File: src/rtl/rr4_mux_arbiter_pkg.sv
// Shared definitions for the four-source round-robin mux arbiter:
// FSM state encoding and requester index constants.
package rr4_mux_arbiter_pkg;

    typedef enum logic {
        IDLE = 1'b0,
        HOLD = 1'b1
    } arb_state_e;

    localparam logic [1:0] SRC_A = 2'd0;
    localparam logic [1:0] SRC_B = 2'd1;
    localparam logic [1:0] SRC_C = 2'd2;
    localparam logic [1:0] SRC_D = 2'd3;

endpackage

File: src/rtl/rr4_mux_arbiter_mux.sv
// Plain n-bit 4-to-1 multiplexer; S selects A/B/C/D for indices 0..3.
module nbit4x1Multiplexer #(
    parameter int n = 8
) (
    input  logic [n-1:0] A,
    input  logic [n-1:0] B,
    input  logic [n-1:0] C,
    input  logic [n-1:0] D,
    input  logic [1:0]   S,
    output logic [n-1:0] Y
);

    always_comb begin
        case (S)
            2'd0:    Y = A;
            2'd1:    Y = B;
            2'd2:    Y = C;
            default: Y = D;
        endcase
    end

endmodule

File: src/rtl/rr4_mux_arbiter.sv
// Round-robin arbiter sharing one 4-to-1 mux among four requesters, with a
// registered valid/ready output stage and a one-hot ack pulse on transfer.
module rr4_mux_arbiter
    import rr4_mux_arbiter_pkg::*;
#(
    parameter int n = 8
) (
    input  logic         clk,
    input  logic         rst_n,
    input  logic [3:0]   req,
    input  logic [n-1:0] A,
    input  logic [n-1:0] B,
    input  logic [n-1:0] C,
    input  logic [n-1:0] D,
    output logic [3:0]   ack,
    output logic [1:0]   S,
    output logic [n-1:0] Y,
    output logic         out_valid,
    input  logic         out_ready
);

    arb_state_e   state_q, state_d;
    logic [1:0]   ptr_q, ptr_d;
    logic [1:0]   s_q, s_d;
    logic [n-1:0] y_q, y_d;

    logic         grant_vld;
    logic [1:0]   grant_idx;
    logic [1:0]   mux_sel;
    logic [n-1:0] mux_y;
    logic [2:0]   pick;

    // Returns {found, index} of the first set bit searching start, start+1, ... mod 4.
    function automatic logic [2:0] rr_pick(input logic [3:0] r, input logic [1:0] start);
        logic [2:0] res;
        logic [1:0] idx;
        res = 3'b000;
        for (int k = 3; k >= 0; k--) begin
            idx = start + 2'(k);
            if (r[idx]) res = {1'b1, idx};
        end
        return res;
    endfunction

    // Grant selection: in HOLD the current source is masked so a stale req
    // during its own ack cycle cannot win again.
    always_comb begin
        ack  = 4'b0000;
        pick = 3'b000;
        case (state_q)
            IDLE: pick = rr_pick(req, ptr_q);
            HOLD: begin
                if (out_ready) begin
                    ack[s_q] = 1'b1;
                    pick     = rr_pick(req & ~(4'b0001 << s_q), s_q + 2'd1);
                end
            end
            default: pick = 3'b000;
        endcase
        grant_vld = pick[2];
        grant_idx = pick[1:0];
        mux_sel   = grant_vld ? grant_idx : s_q;
    end

    nbit4x1Multiplexer #(.n(n)) u_mux (
        .A (A),
        .B (B),
        .C (C),
        .D (D),
        .S (mux_sel),
        .Y (mux_y)
    );

    always_comb begin
        state_d = state_q;
        ptr_d   = ptr_q;
        s_d     = s_q;
        y_d     = y_q;
        if (state_q == HOLD && out_ready) begin
            ptr_d   = s_q + 2'd1;
            state_d = IDLE;
        end
        if (grant_vld) begin
            s_d     = grant_idx;
            y_d     = mux_y;
            state_d = HOLD;
        end
    end

    always_ff @(posedge clk or negedge rst_n) begin
        if (!rst_n) begin
            state_q <= IDLE;
            ptr_q   <= SRC_A;
            s_q     <= SRC_A;
            y_q     <= '0;
        end else begin
            state_q <= state_d;
            ptr_q   <= ptr_d;
            s_q     <= s_d;
            y_q     <= y_d;
        end
    end

    assign S         = s_q;
    assign Y         = y_q;
    assign out_valid = (state_q == HOLD);

endmodule
File: config.mk
export PLATFORM = sky130hd
export DESIGN_NAME = rr4_mux_arbiter
export DESIGN_NICKNAME = d
export VERILOG_FILES = /design/src/rtl/rr4_mux_arbiter_pkg.sv /design/src/rtl/rr4_mux_arbiter_mux.sv /design/src/rtl/rr4_mux_arbiter.sv
export SDC_FILE = /design/constraint.sdc
export NUM_CORES = 1
export LEC_CHECK = 0
export ABC_CLOCK_PERIOD_IN_PS = 2800
export CORE_MARGIN = 2
export CORE_UTILIZATION = 42
export DETAILED_ROUTE_END_ITERATION = 10
export PLACE_DENSITY = 0.78
export SETUP_SLACK_MARGIN = 0.5
export SLEW_MARGIN = 5
export SYNTH_ARGS = -nofsm -noshare
export SYNTH_HDL_FRONTEND = slang
export SYNTH_SLANG_ARGS = --single-unit
File: constraint.sdc
create_clock -name clk -period 2.8 [get_ports clk]
set_input_delay 0.56 -clock clk [delete_from_list [all_inputs] [get_ports clk]]
set_output_delay 0.56 -clock clk [all_outputs]
set_load 0.02 [all_outputs]
---- Word-level counts from Yosys, hierarchy flattened ----
Index checks and enable logic that the tools add are counted.
word-level totals
  register bits after elaboration ......... 13
  bits of input ports ..................... 39
  output and inout bits ................... 15
cells by class
  $add $sub $neg .......................... 7
  $lt $le $gt $ge ......................... 10
  eq/ne operators ......................... 2
  shift operators ......................... 1
  muxes and demuxes ....................... 34
  bitwise logic cells ..................... 3
  reduce and logical (&&, ||, !) cells .... 4
operators by type and width
  kind                   number
  $lt A2 B3 Y1 const B   9
  $mux W3                9
  $pmux W8 S3            1
  $bmux W1 S2            8
  $mux W1                11
  $add A2 B2 Y2 const B  4
  $mux W4                2
  $add A2 B1 Y2 const B  3
  $pmux W3 S2            1
  $and A4 B4 Y4          1
  $not A4 Y4             1
  $shl A1 B2 Y4 const A  1
  $demux W1 S2           1
  $eq A2 B1 Y1 const B   1
  $eq A2 B2 Y1 const B   1
  $ge A2 B1 Y1 const B   1
  $logic_and A1 B1 Y1    2
  $logic_not A2 Y1       1
  $mux W2                1
  $reduce_bool A2 Y1     1
  $not A1 Y1             1

---- Depth between registers and ports, before layout ----
Gate-level depths: netlist of run 1.
  word-level depth ........................ 14
  gate-level depth with buffers ........... 10
  depth with buffers taken out ............ 8

---- Modules after synthesis ----
A second synthesis of run 1 with hierarchy kept.
unflattened totals
  cell total of the unflattened synthesis .. 91
  area total of the unflattened synthesis .. 1,016.0 µm²
modules (own cells, without submodules)
  module              times used  cells an instance  area an instance (µm²)  sequential area each (µm²)
  rr4_mux_arbiter     1           81                 819.5                   325.3
  nbit4x1Multiplexer  1           10                 196.4                   0.0

---- Worst setup path before layout of run 1 ----
No wires, ideal clock.
  kind .................................... register to register
  start point ............................. register s_q[0], in the netlist S[0]
  end point ............................... register y_q[0], in the netlist Y[0]
  library setup time ...................... 0.104 ns
  arrival ................................. 2.571 ns
  data required time ...................... 2.696 ns
  setup slack ............................. 0.125 ns
  cell stages (with the launch flop) ...... 11
  buffers on the path ..................... 2
  cell sequence ........................... dfrtp_1 -> inv_2 -> ha_1 -> nand2b_1 -> a2111o_1 -> o221a_2 -> buf_2 -> or3_1 -> buf_4 -> mux2i_1 -> o311ai_1
between the ends
  longest elaborated chain between the ends .. 14
RTL lines
  element                                                                line                       source
  start, declared                                                        rr4_mux_arbiter.sv:24      logic [1:0] s_q, s_d;
  start signal, assigned                                                 rr4_mux_arbiter.sv:94      s_q <= SRC_A;
  start signal, assigned                                                 rr4_mux_arbiter.sv:99      s_q <= s_d;
  parallel branches: the longest is 8 deep, another holds $add A2 B1 Y2  --
  $mux W3 *                                                              rr4_mux_arbiter.sv:40      if (r[idx]) res = {1'b1, idx};
  $mux W3 *                                                              rr4_mux_arbiter.sv:53      if (out_ready) begin
  $pmux W3 S2 *                                                          rr4_mux_arbiter.sv:50      case (state_q)
  $mux W2 *                                                              --
  named net mux_sel[1]                                                   rr4_mux_arbiter.sv:29      logic [1:0] mux_sel;
  $eq A2 B2 Y1 (tied with other cells)                                   rr4_mux_arbiter_mux.sv:14  case (S)
  $pmux W8 S3 *                                                          rr4_mux_arbiter_mux.sv:14
  end signal, assigned                                                   rr4_mux_arbiter.sv:100     y_q <= y_d;
  end, declared                                                          rr4_mux_arbiter.sv:25      logic [n-1:0] y_q, y_d;
Mark *: on every way through the listed nets, which the timed path passes. The select of a mux whose other input is x is not followed.
A chain may end at the register's enable or synchronous reset.

---- Worst setup path in the final report of run 1 ----
  start point ............................. register s_q[1], in the netlist S[1]
  end point ............................... register y_q[6], in the netlist Y[6]
between the ends
  longest elaborated chain between the ends .. 14
RTL lines
  element
  parallel branches: the longest is 14 deep, another holds $add A2 B1 Y2
Several ways; the timed one is not identified. The select of a mux whose other input is x is not followed.

==> Implementation_results.wiki, run 1 <==
{| class="wikitable"
! Metric !! Value
|-
| Clock Tree Root || sky130_fd_sc_hd__clkbuf_4
|-
| Clock network power share || 5.4%
|-
| Largest net degree at the start of global routing || 14
|-
| Area of combinational cells with multiple inputs || 1027 sq um
|-
| Area used by sequential logic in the layout || 327.8 sq um
|-
| Core Box Area || 2781 sq um
|-
| R2R cell count || 8
|-
| Total chip power || 2.217 mW
|-
| Total setup violations reported at the end of the flow || 0
|-
| Number of DRC violations after detailed routing || 0
|-
| Number of top-level design ports || 54
|-
| Instance count after placement with tap cells included || 240
|-
| Via-to-Cell Ratio || 6.302
|-
| Non-Filler Instances || 258
|-
| Highest metal layer with signal wires || met4
|-
| Antenna fix cells || 0
|-
| Element type at the critical path end || flop
|-
| Total negative slack || 0 ns
|-
| Top cells by area in the synthesized netlist || sky130_fd_sc_hd__dfrtp_1, sky130_fd_sc_hd__mux2i_1, sky130_fd_sc_hd__inv_1
|-
| Met3 WL || 401 um
|-
| CTS buffer count || 3
|-
| First-pass detailed-route iteration total || 4
|-
| Most frequently used flop master after synthesis || sky130_fd_sc_hd__dfrtp_1
|-
| Post-cts hold buffer count || 0
|-
| Wire length on met2 || 2513 um
|-
| Worst setup skew after layout || 0.0004864 ns
|-
| Kind of start point of the critical path || flop
|-
| Layout cells sized above 1 || 30.40%
|-
| Logic gate share of total power || 77.2%
|-
| Largest voltage drop on the vdd net || 790.4 uV
|-
| Syn Area/Cell || 8.125 sq um
|-
| Synth Net Count || 195
|-
| Chip Height || 58.23 um
|-
| RSZ-0062 raised after global routing || yes
|-
| Final hold viol count || 0
|-
| GP Congestion || 1.041
|-
| Maximum clock frequency || 395.5 MHz
|-
| Die Span X || 58.23 um
|-
| Dpl hpwl || 3203 um
|-
| Fin. max-slew vios || 0
|-
| Clock tree from TritonCTS || built
|-
| Cell area power density || 982.9 nW/um^2
|-
| Synth top area share || 26.34%
|-
| Max Fanout on Critical Path || 5
|-
| Total vias in the final route || 1,626
|-
| Minimum setup slack in the final design || 0.2714 ns
|-
| Path category of the worst min-delay check || reg2reg
|-
| Tot GR Track Use || 25.50%
|-
| Endpoint required time on the critical path || 2.98 ns
|-
| Number of instances in the synthesized netlist || 152
|-
| Area fraction in and, or, nand and nor cells after synthesis || 14.49%
|-
| Post-synthesis sequential area ratio || 26.34%
|-
| Status || finished clean
|-
| Antenna violation net count after detailed routing || 0
|-
| Internal || 1.181 mW
|-
| Total number of H-tree levels || 1
|-
| # rows || 19
|-
| Count of cell types in the netlist || 40
|-
| Normalized max-slew margin || 60.20%
|-
| # nets final || 271
|-
| Max capacitance violation total || 0
|-
| Worst setup path category || reg2reg
|-
| Minimum clock period after layout || 2.529 ns
|-
| Clock sinks || 13
|-
| Yosys reg bits || 13
|-
| Setup WS pre-CTS || -0.1786 ns
|-
| Clock slew seen by the registers of the worst setup and hold paths || 0.08 ns
|-
| Vias in the first global route || 1,367
|-
| Fraction of registers with async set/reset || 100.0%
|-
| Antenna violations before repair || 0
|-
| Sequential power share || 17.3%
|-
| Synthesized-area fraction occupied by adder cells || 4.053%
|-
| Wirelength, routed || 4956 um
|-
| Worst Path Arrival || 2.71 ns
|-
| Number of I/O port buffers || 53
|-
| Hold Path Depth || 2
|-
| Least-Margin Pin Slew || 0.5930 ns
|-
| Number of enable flip-flop cells after synthesis || 0
|-
| Sum of overflow across all layers after global routing || 0
|-
| Clock latency reported for the late side of the worst-skew pair || 0.28 ns
|-
| Total standard cell area after synthesis || 1235 sq um
|-
| Net switching component of the power || 1.036 mW
|-
| Final worst-path cycle share || 90.31%
|-
| Setup slack of the worst register-to-register path || 0.27 ns
|-
| Area growth from synthesis to layout || 82.67%
|-
| Synthesized-area fraction occupied by xor and xnor cells || 0%
|-
| First-pass GRT wire length || 6541 um
|-
| Filler Cells Inserted || 180
|-
| Leakage || 1.008 nW
|-
| Combinational family with the most area after synthesis || compound AO/OA/AOI/OAI gates
|-
| Deepest clock path buffer count || 2
|-
| Synth Area in Compound Gates || 36.88%
|-
| Share of the core filled with cells in the final layout || 81.11%
|-
| Switching power as a share of total power || 46.72%
|-
| Yosys warning total || 0
|-
| Initial core utilization || 44.40%
|-
| Area enclosed by the die boundary || 3390 sq um
|-
| Met1 Routed Length || 1968 um
|-
| Wire length per cell after detailed routing || 19.21 um
|-
| 1st-iter DRT viols || 103
|-
| Mux share of post-synthesis cell area || 7.295%
|-
| Post-synth top area cell || sky130_fd_sc_hd__dfrtp_1
|}
-- kinds of logic (layout without fill, tap and decap cells) --
logic type | count (synthesis) | count (layout)
multiplexers | 9 | 9
flip-flops | 13 | 13
adder cells (fa/ha/maj) | 4 | 4
AND/OR/NAND/NOR | 36 | 38
AO/OA/AOI/OAI | 58 | 58
buffers and inverters | 32 | 105
-- synthesized netlist by cell type, drive strengths merged, types with 2 or more instances --
library cell	number
inv	23
nand2	12
clkbuf	3
nand2b	5
dfrtp	13
and3	5
o221ai	2
mux2i	9
buf	6
a21boi	2
o31ai	10
o21ai	7
or3	2
a21oi	3
nor3	3
nor2	5
ha	4
o311ai	17
a31oi	8
-- worst max-delay path, cell delays in order (launching register included) --
cell and delay, ns:
sky130_fd_sc_hd__dfrtp_2 0.44, sky130_fd_sc_hd__ha_4 0.16, sky130_fd_sc_hd__and2b_2 0.26, sky130_fd_sc_hd__a2111o_1 0.44, sky130_fd_sc_hd__o221a_4 0.15, sky130_fd_sc_hd__or3_4 0.42, sky130_fd_sc_hd__buf_4 0.16, sky130_fd_sc_hd__mux2i_2 0.14
sky130_fd_sc_hd__o311ai_2 0.25
-- layout by cell type, fill, tap and decap left out, types with 5 or more instances in the layout --
master	n
sky130_fd_sc_hd__a31oi_1	8
sky130_fd_sc_hd__buf_4	21
sky130_fd_sc_hd__clkdlybuf4s50_1	44
sky130_fd_sc_hd__dfrtp_1	11
sky130_fd_sc_hd__dlygate4sd2_1	6
sky130_fd_sc_hd__inv_1	20
sky130_fd_sc_hd__mux2i_1	6
sky130_fd_sc_hd__nand2_1	12
sky130_fd_sc_hd__nor2_1	5
sky130_fd_sc_hd__o311ai_1	10
sky130_fd_sc_hd__o311ai_2	6
sky130_fd_sc_hd__o31ai_1	7
-- path summary, 6_finish.rpt --
kind | start | to
max reg2reg | S[1] | Y[6]
min in group asynchronous | rst_n | ptr_q[0]
max | S[1] | Y[6]
min reg2reg | Y[2] | Y[2]
min | Y[2] | Y[2]
max in group asynchronous | rst_n | S[0]
-- registers in the layout, indices dropped and copies added (netlist names) --
register   cells
ptr_q          2
S              2
out_valid      1
Y              8
-- routing by layer --
metal / global-route usage, % / vias up
met2: 43.51 / 96
li1: - / 737
met5: 0 / -
met1: 33.66 / 784
met4: 9.635 / 0
met3: 1.786 / 9
-- area by class of cell --
type	count	area share, %
Inverter	23	4.160
Sequential cell	13	14.53
Timing Repair Buffer	78	32.89
Multi-Input combinational cell	109	45.54
Tap cell	31	1.719
Clock buffer	4	1.165
-- stage by stage --
step / hold WS [ns] / area [sq um]
after floorplan: 0.2644 / 1266
after global placement: 0.4661 / 1883
after detailed placement: 0.4817 / 1883
after CTS: 0.4996 / 1967
after global routing: 0.5295 / 2256
final: 0.4913 / 2256
-- power by group through the flow --
stage,logic (mW),registers (mW),clock network [mW]
after global routing,1.80,0.396,0.129
final,1.71,0.385,0.121
after global placement,1.17,0.374,0
after CTS,1.31,0.376,0.117
after floorplan,0.719,0.448,0
after detailed placement,1.21,0.380,0
-- timing repair --
| action | 4_1_cts | 5_1_grt |
|---|---|---|
| pin swaps | 5 | 6 |
| setup endpoints to repair | 13 | 8 |
| resized for setup | 23 | 41 |
| buffers inserted | 0 | 12 |
| cloned | 2 | 0 |
(Power assumes the default switching activity.)
==> run 2: changes to the inputs <==
ABC_CLOCK_PERIOD_IN_PS = default   (was 2800)
CORE_UTILIZATION = 45   (was 42)
HOLD_SLACK_MARGIN = 0.1   (was default)
PLACE_DENSITY = 0.83   (was 0.78)
clock period = 3 ns   (was 2.8 ns; I/O delays follow)
==> run 2 against run 1 <==
Net effect: worst setup slack better by 0.095 ns; cell count decreased by 0.78%; critical path type unchanged; die area shrank 6.2%; utilization is 0.80 points higher; clock power decreased by 4%; non-clock buffer count up 1; critical endpoint unchanged; cell area decreased by 7.6%; combinational power is 11% lower.
==> Implementation_results.wiki, run 2 (synthesis gave the netlist of run 1 again) <==
{| class="wikitable"
! Metric !! Value
|-
| Status || finished clean
|-
| Worst setup skew after layout || 0.002337 ns (+0.001850 ns)
|-
| Area enclosed by the die boundary || 3179 sq um (-6.2%)
|-
| Share of the core filled with cells in the final layout || 81.91% (+0.80 points)
|-
| Largest net degree at the start of global routing || 14 (unchanged)
|-
| Setup WS pre-CTS || 0.01282 ns (+0.1914 ns)
|-
| Minimum clock period after layout || 2.634 ns (+0.1051 ns)
|-
| Filler Cells Inserted || 156 (-13%)
|-
| Leakage || 0.9433 nW (-6.4%)
|-
| Layout cells sized above 1 || 23.01% (-7.4 points)
|-
| Max Fanout on Critical Path || 7 (+2)
|-
| # rows || 18 (-1)
|-
| Flip-flop count of the largest register after layout || 8 (unchanged)
|-
| GP Congestion || 0.9186 (-12%)
|-
| Number of top-level design ports || 54 (unchanged)
|-
| CTS buffer count || 3 (unchanged)
|-
| Antenna fix cells || 0 (unchanged)
|-
| Sum of overflow across all layers after global routing || 0 (unchanged)
|-
| Wirelength, routed || 4847 um (-2.2%)
|-
| Clock tree from TritonCTS || built
|-
| Final worst-path cycle share || 87.79% (-2.5 points)
|-
| Dpl cell area || 1864 sq um (-1.0%)
|-
| Total negative slack || 0 ns (unchanged)
|-
| R2R cell count || 10 (+2)
|-
| Tot GR Track Use || 28.04% (+2.5 points)
|-
| Via-to-Cell Ratio || 6.348 (+0.72%)
|-
| Fin. max-slew vios || 0 (unchanged)
|-
| # nets final || 270 (-0.37%)
|-
| Number of DRC violations after detailed routing || 0 (unchanged)
|-
| Core Box Area || 2545 sq um (-8.5%)
|-
| First-pass detailed-route iteration total || 5 (+1)
|-
| Antenna violation net count after detailed routing || 0 (unchanged)
|-
| Path category of the worst min-delay check || reg2reg
|-
| Worst hold-check slack || 0.5012 ns (+0.009868 ns)
|-
| Total setup violations reported at the end of the flow || 0 (unchanged)
|-
| Number of I/O port buffers || 53 (unchanged)
|-
| Antenna violations before repair || 0 (unchanged)
|-
| Highest metal layer with signal wires || met4
|-
| Total number of H-tree levels || 1 (unchanged)
|-
| Met3 WL || 507 um (+26%)
|-
| Post-cts hold buffer count || 0 (unchanged)
|-
| Maximum clock frequency || 379.7 MHz (-4.0%)
|-
| RSZ-0062 raised after global routing || yes
|-
| Initial core utilization || 48.53% (+4.1 points)
|-
| Kind of start point of the critical path || flop
|-
| Least-Margin Pin Slew || 0.9428 ns (+0.3498 ns)
|-
| Worst setup path category || reg2reg
|-
| Critical path cell sequence || buf_6 > ha_4 > and2b_2 > a2111o_1 > o221a_2 > or3_4 > buf_8 > buf_4 > mux2i_1 > o311ai_1
|-
| Largest stage delay, worst path || 0.46 ns (+0.02 ns)
|-
| Minimum setup slack in the final design || 0.3663 ns (+0.09495 ns)
|-
| Most common cell after layout, fill and taps aside || sky130_fd_sc_hd__clkdlybuf4s50_1
|-
| Normalized max-slew margin || 36.48% (-24 points)
|-
| Dpl hpwl || 3274 um (+2.2%)
|-
| Total vias in the final route || 1,625 (-0.062%)
|-
| Hold Path Depth || 2 (unchanged)
|-
| Element type at the critical path end || flop
|-
| Wire length per cell after detailed routing || 18.93 um (-1.4%)
|-
| Clock sinks || 13 (unchanged)
|-
| Post-Layout Inst Area || 2085 sq um (-7.6%)
|-
| Endpoint required time on the critical path || 3.17 ns (+0.19 ns)
|-
| Met1 Routed Length || 1831 um (-7.0%)
|-
| Cell with the largest stage delay on the worst path || sky130_fd_sc_hd__dfrtp_2
|-
| Area used by sequential logic in the layout || 327.8 sq um (unchanged)
|-
| Largest voltage drop on the vdd net || 913.2 uV (+16%)
|-
| Final hold viol count || 0 (unchanged)
|-
| Wire length on met2 || 2379 um (-5.3%)
|-
| Max capacitance violation total || 0 (unchanged)
|-
| Vias in the first global route || 1,505 (+10%)
|-
| First-pass GRT wire length || 7065 um (+8.0%)
|-
| Area of combinational cells with multiple inputs || 858.3 sq um (-16%)
|-
| Worst Path Arrival || 2.81 ns (+0.10 ns)
|-
| Clock Tree Root || sky130_fd_sc_hd__clkbuf_4
|-
| Clock latency reported for the late side of the worst-skew pair || 0.28 ns (about the same)
|-
| Die Span X || 56.39 um (-3.2%)
|-
| Chip Height || 56.39 um (-3.2%)
|-
| Area growth from synthesis to layout || 68.79%
|-
| 1st-iter DRT viols || 142 (+38%)
|-
| Cell area power density || 949.9 nW/um^2 (-3.4%)
|-
| Most frequent cells in the layout || sky130_fd_sc_hd__clkdlybuf4s50_1, sky130_fd_sc_hd__buf_4, sky130_fd_sc_hd__inv_1
|-
| Clock slew seen by the registers of the worst setup and hold paths || 0.09 ns (about the same)
|-
| Deepest clock path buffer count || 2 (unchanged)
|}
[run 2: changes by cell type in the layout (fill, tap and decap cells not counted), sizes merged]
| cell | change |
|---|---|
| clkdlybuf4s50 | +3 |
| dlymetal6s2s | -2 |
| or3 | -2 |
| buf | +1 |
| dlygate4sd2 | -1 |
[run 2: per-layer routing]
layer	track usage, %	up-vias
li1	-	728
met1	36.49	749
met2	48.91	129
met3	2.304	19
met4	8.844	0
met5	0	-
[run 2: path summary, 6_finish.rpt]
kind	from	end	slack, ns
max reg2reg	S[0]	Y[6]	0.37
max in group asynchronous	rst_n	S[0]	1.81
min in group asynchronous	rst_n	ptr_q[1]	0.72
min	Y[3]	Y[3]	0.50
min reg2reg	Y[3]	Y[3]	0.50
max	S[0]	Y[6]	0.37
[run 2: through the flow]
| stage | cells | total power, mW |
|---|---|---|
| 6_report | 256 | 1.980 |
| 5_1_grt | 256 | 2.067 |
| 4_1_cts | 250 | 1.755 |
| 3_5_place_dp | 238 | 1.502 |
| 3_3_place_gp | 238 | 1.454 |
| 2_1_floorplan | 152 | 1.073 |
[run 2: report_power, final]
part | total, mW | internal (mW) | switching (mW)
combinational | 1.52 | 0.758 | 0.758
clock | 0.116 | 0.0516 | 0.0646
sequential | 0.348 | 0.265 | 0.0832
total | 1.98 | 1.07 | 0.906
[run 2: repair_timing]
action,4_1_cts,5_1_grt
gates resized for setup,11,19
setup buffers,8,6
endpoints found under the setup margin,12,9
pin swaps,2,4
[run 2: cell type report]
type,count,share of cell area [%]
Inverter,23,4.262
Multi-Input combinational cell,107,41.18
Tap cell,30,1.801
Clock buffer,4,1.261
Sequential cell,13,15.73
Timing Repair Buffer,79,35.77
[run 2: critical path: cells and delay by family (launching register included)]
| kind | cells | cell delay (ns) |
|---|---|---|
| multiplexers | 1 | 0.11 |
| flip-flops | 1 | 0.46 |
| buffers and inverters | 3 | 0.40 |
| AND/OR/NAND/NOR | 2 | 0.59 |
| adder cells (fa/ha/maj) | 1 | 0.12 |
| AO/OA/AOI/OAI | 3 | 0.83 |
==> run 3: changes to the inputs <==
PLACE_DENSITY = 0.86   (was 0.83)
==> run 3 against run 2 <==
Net effect: non-clock buffer count shrank 14; maximum frequency grew 0.83%; clock skew grew 0.0050 ns; first-iteration DRC count shrank 35%; die area is the same.
==> Implementation_results.wiki, run 3 (synthesis gave the netlist of run 1 again) <==
{| class="wikitable"
! Metric !! Value
|-
| 1st-iter DRT viols || 92 (-35%)
|-
| Share of the core filled with cells in the final layout || 78.71% (-3.2 points)
|-
| First-pass GRT wire length || 6306 um (-11%)
|-
| Met3 WL || 394 um (-22%)
|-
| Core Box Area || 2545 sq um (unchanged)
|-
| Area enclosed by the die boundary || 3179 sq um (unchanged)
|-
| Final hold viol count || 0 (unchanged)
|-
| Normalized max-slew margin || 55.00% (+19 points)
|-
| Status || finished clean
|-
| Final worst-path cycle share || 87.07% (-0.72 points)
|-
| Clock tree from TritonCTS || built
|-
| Antenna violation net count after detailed routing || 0 (unchanged)
|-
| Via-to-Cell Ratio || 6.370 (+0.36%)
|-
| Total number of H-tree levels || 1 (unchanged)
|-
| Antenna violations before repair || 0 (unchanged)
|-
| Total chip power || 1.786 mW (-9.8%)
|-
| Antenna fix cells || 0 (unchanged)
|-
| RSZ-0062 raised after global routing || yes
|-
| Number of I/O port buffers || 53 (unchanged)
|-
| Total setup violations reported at the end of the flow || 0 (unchanged)
|-
| # rows || 18 (unchanged)
|-
| Wirelength, routed || 4513 um (-6.9%)
|-
| Leakage || 0.8905 nW (-5.6%)
|-
| # nets final || 257 (-4.8%)
|-
| Area growth from synthesis to layout || 62.21%
|-
| Fin. max-slew vios || 0 (unchanged)
|-
| Layout cells sized above 1 || 19.25% (-3.8 points)
|-
| Path category of the worst min-delay check || reg2reg
|-
| Sum of overflow across all layers after global routing || 0 (unchanged)
|-
| Total vias in the final route || 1,548 (-4.7%)
|-
| Worst setup skew after layout || 0.007357 ns (+0.005021 ns)
|-
| Element type at the critical path end || flop
|-
| Dpl cell area || 1834 sq um (-1.6%)
|-
| Wire length on met2 || 2238 um (-5.9%)
|-
| Number of top-level design ports || 54 (unchanged)
|-
| Minimum clock period after layout || 2.612 ns (-0.02158 ns)
|-
| Wire length per cell after detailed routing || 18.57 um (-1.9%)
|-
| Tot GR Track Use || 24.78% (-3.3 points)
|-
| Clock Tree Root || sky130_fd_sc_hd__clkbuf_4
|-
| Most frequent cells in the layout || sky130_fd_sc_hd__clkdlybuf4s50_1, sky130_fd_sc_hd__inv_1, sky130_fd_sc_hd__nand2_1, sky130_fd_sc_hd__buf_4, sky130_fd_sc_hd__dfrtp_1
|-
| Clock latency reported for the late side of the worst-skew pair || 0.28 ns (about the same)
|-
| Least-Margin Pin Slew || 0.6705 ns (-0.2724 ns)
|-
| Deepest clock path buffer count || 2 (unchanged)
|-
| Cell area power density || 891.7 nW/um^2 (-6.1%)
|-
| Worst Path Arrival || 2.75 ns (-0.06 ns)
|-
| Most common cell after layout, fill and taps aside || sky130_fd_sc_hd__clkdlybuf4s50_1
|-
| Vias in the first global route || 1,320 (-12%)
|-
| Max Fanout on Critical Path || 9 (+2)
|-
| First-pass detailed-route iteration total || 4 (-1)
|-
| Chip Height || 56.39 um (unchanged)
|-
| Clock sinks || 13 (unchanged)
|-
| CTS buffer count || 3 (unchanged)
|-
| Setup slack of the worst register-to-register path || 0.39 ns (+0.02 ns)
|-
| Largest net degree at the start of global routing || 15 (+1)
|-
| Worst setup path category || in2reg
|-
| Largest voltage drop on the vdd net || 609.7 uV (-33%)
|-
| GP Congestion || 0.9124 (-0.67%)
|-
| Initial core utilization || 48.53% (unchanged)
|-
| Filler Cells Inserted || 163 (+4.5%)
|-
| Die Span X || 56.39 um (unchanged)
|-
| Kind of start point of the critical path || input port
|-
| Endpoint required time on the critical path || 3.14 ns (-0.03 ns)
|-
| Flip-flop count of the largest register after layout || 8 (unchanged)
|-
| Met1 Routed Length || 1821 um (-0.55%)
|-
| Maximum clock frequency || 382.8 MHz (+0.83%)
|-
| Post-Layout Inst Area || 2003 sq um (-3.9%)
|-
| Number of DRC violations after detailed routing || 0 (unchanged)
|-
| Highest metal layer with signal wires || met4
|-
| Dpl hpwl || 3074 um (-6.1%)
|-
| Clock slew seen by the registers of the worst setup and hold paths || 0.08 ns (about the same)
|-
| Max capacitance violation total || 0 (unchanged)
|}
[run 3: cell types whose count changed in the layout (fill, tap and decap cells not counted), sizes merged]
cell	change
buf	-14
clkdlybuf4s50	-1
dlygate4sd2	+1
or3	+1
[run 3: power by group]
group / switching, mW / leakage, nW / internal, mW
combinational: 0.717 / 0.721 / 0.606
sequential: 0.0871 / 0.155 / 0.265
clock: 0.0587 / 0.0150 / 0.0517
[run 3: area by class of cell]
class	count	area [sq um]	share of cell area [%]
clock buffer	4	26.28	1.312
inverter	23	86.33	4.310
multi-input combinational	108	909.6	45.41
sequential	13	327.8	16.36
tap	30	37.54	1.874
timing repair buffer	65	615.6	30.73
[run 3: final timing paths]
kind,startpoint,end,cells past startpoint
hold / removal,Y[1],Y[1],2
min in group asynchronous,rst_n,Y[1],1
setup / recovery,out_ready,Y[4],7
setup reg to reg,S[0],Y[4],8
max in group asynchronous,rst_n,S[0],1
hold reg to reg,Y[1],Y[1],2
[run 3: critical path: stages]
cell and delay [ns]:
sky130_fd_sc_hd__clkdlybuf4s50_1 0.49, sky130_fd_sc_hd__nand2b_1 0.15, sky130_fd_sc_hd__a21boi_4 0.23, sky130_fd_sc_hd__o21ai_1 0.09
sky130_fd_sc_hd__a22o_1 0.28, sky130_fd_sc_hd__or3_4 0.48, sky130_fd_sc_hd__o311ai_1 0.43
[run 3: metal layers]
metal | up-vias | global-route usage [%]
li1 | 705 | -
met5 | - | 0
met4 | 0 | 6.122
met2 | 103 | 40.50
met1 | 730 | 34.51
met3 | 10 | 3.226
[run 3: repair_timing]
item | in CTS | in global routing
cloned | 0 | 1
endpoints found under the setup margin | 12 | 8
hold endpoints to repair | 0 | 0
hold buffers | 0 | 0
gates resized for setup | 15 | 21
setup buffers | 2 | 2
pin swaps | 0 | 1
[run 3: per-stage QoR]
stage	setup slack [ns]	hold WS, ns	cells	setup TNS, ns
global placement	0.06671	0.4674	234	0
CTS	0.4896	0.4922	240	0
global route	0.3357	0.5500	243	0
floorplan	0.5280	0.3044	152	0
detailed placement	-0.03676	0.4746	234	-0.07686
finish	0.3879	0.5025	243	0
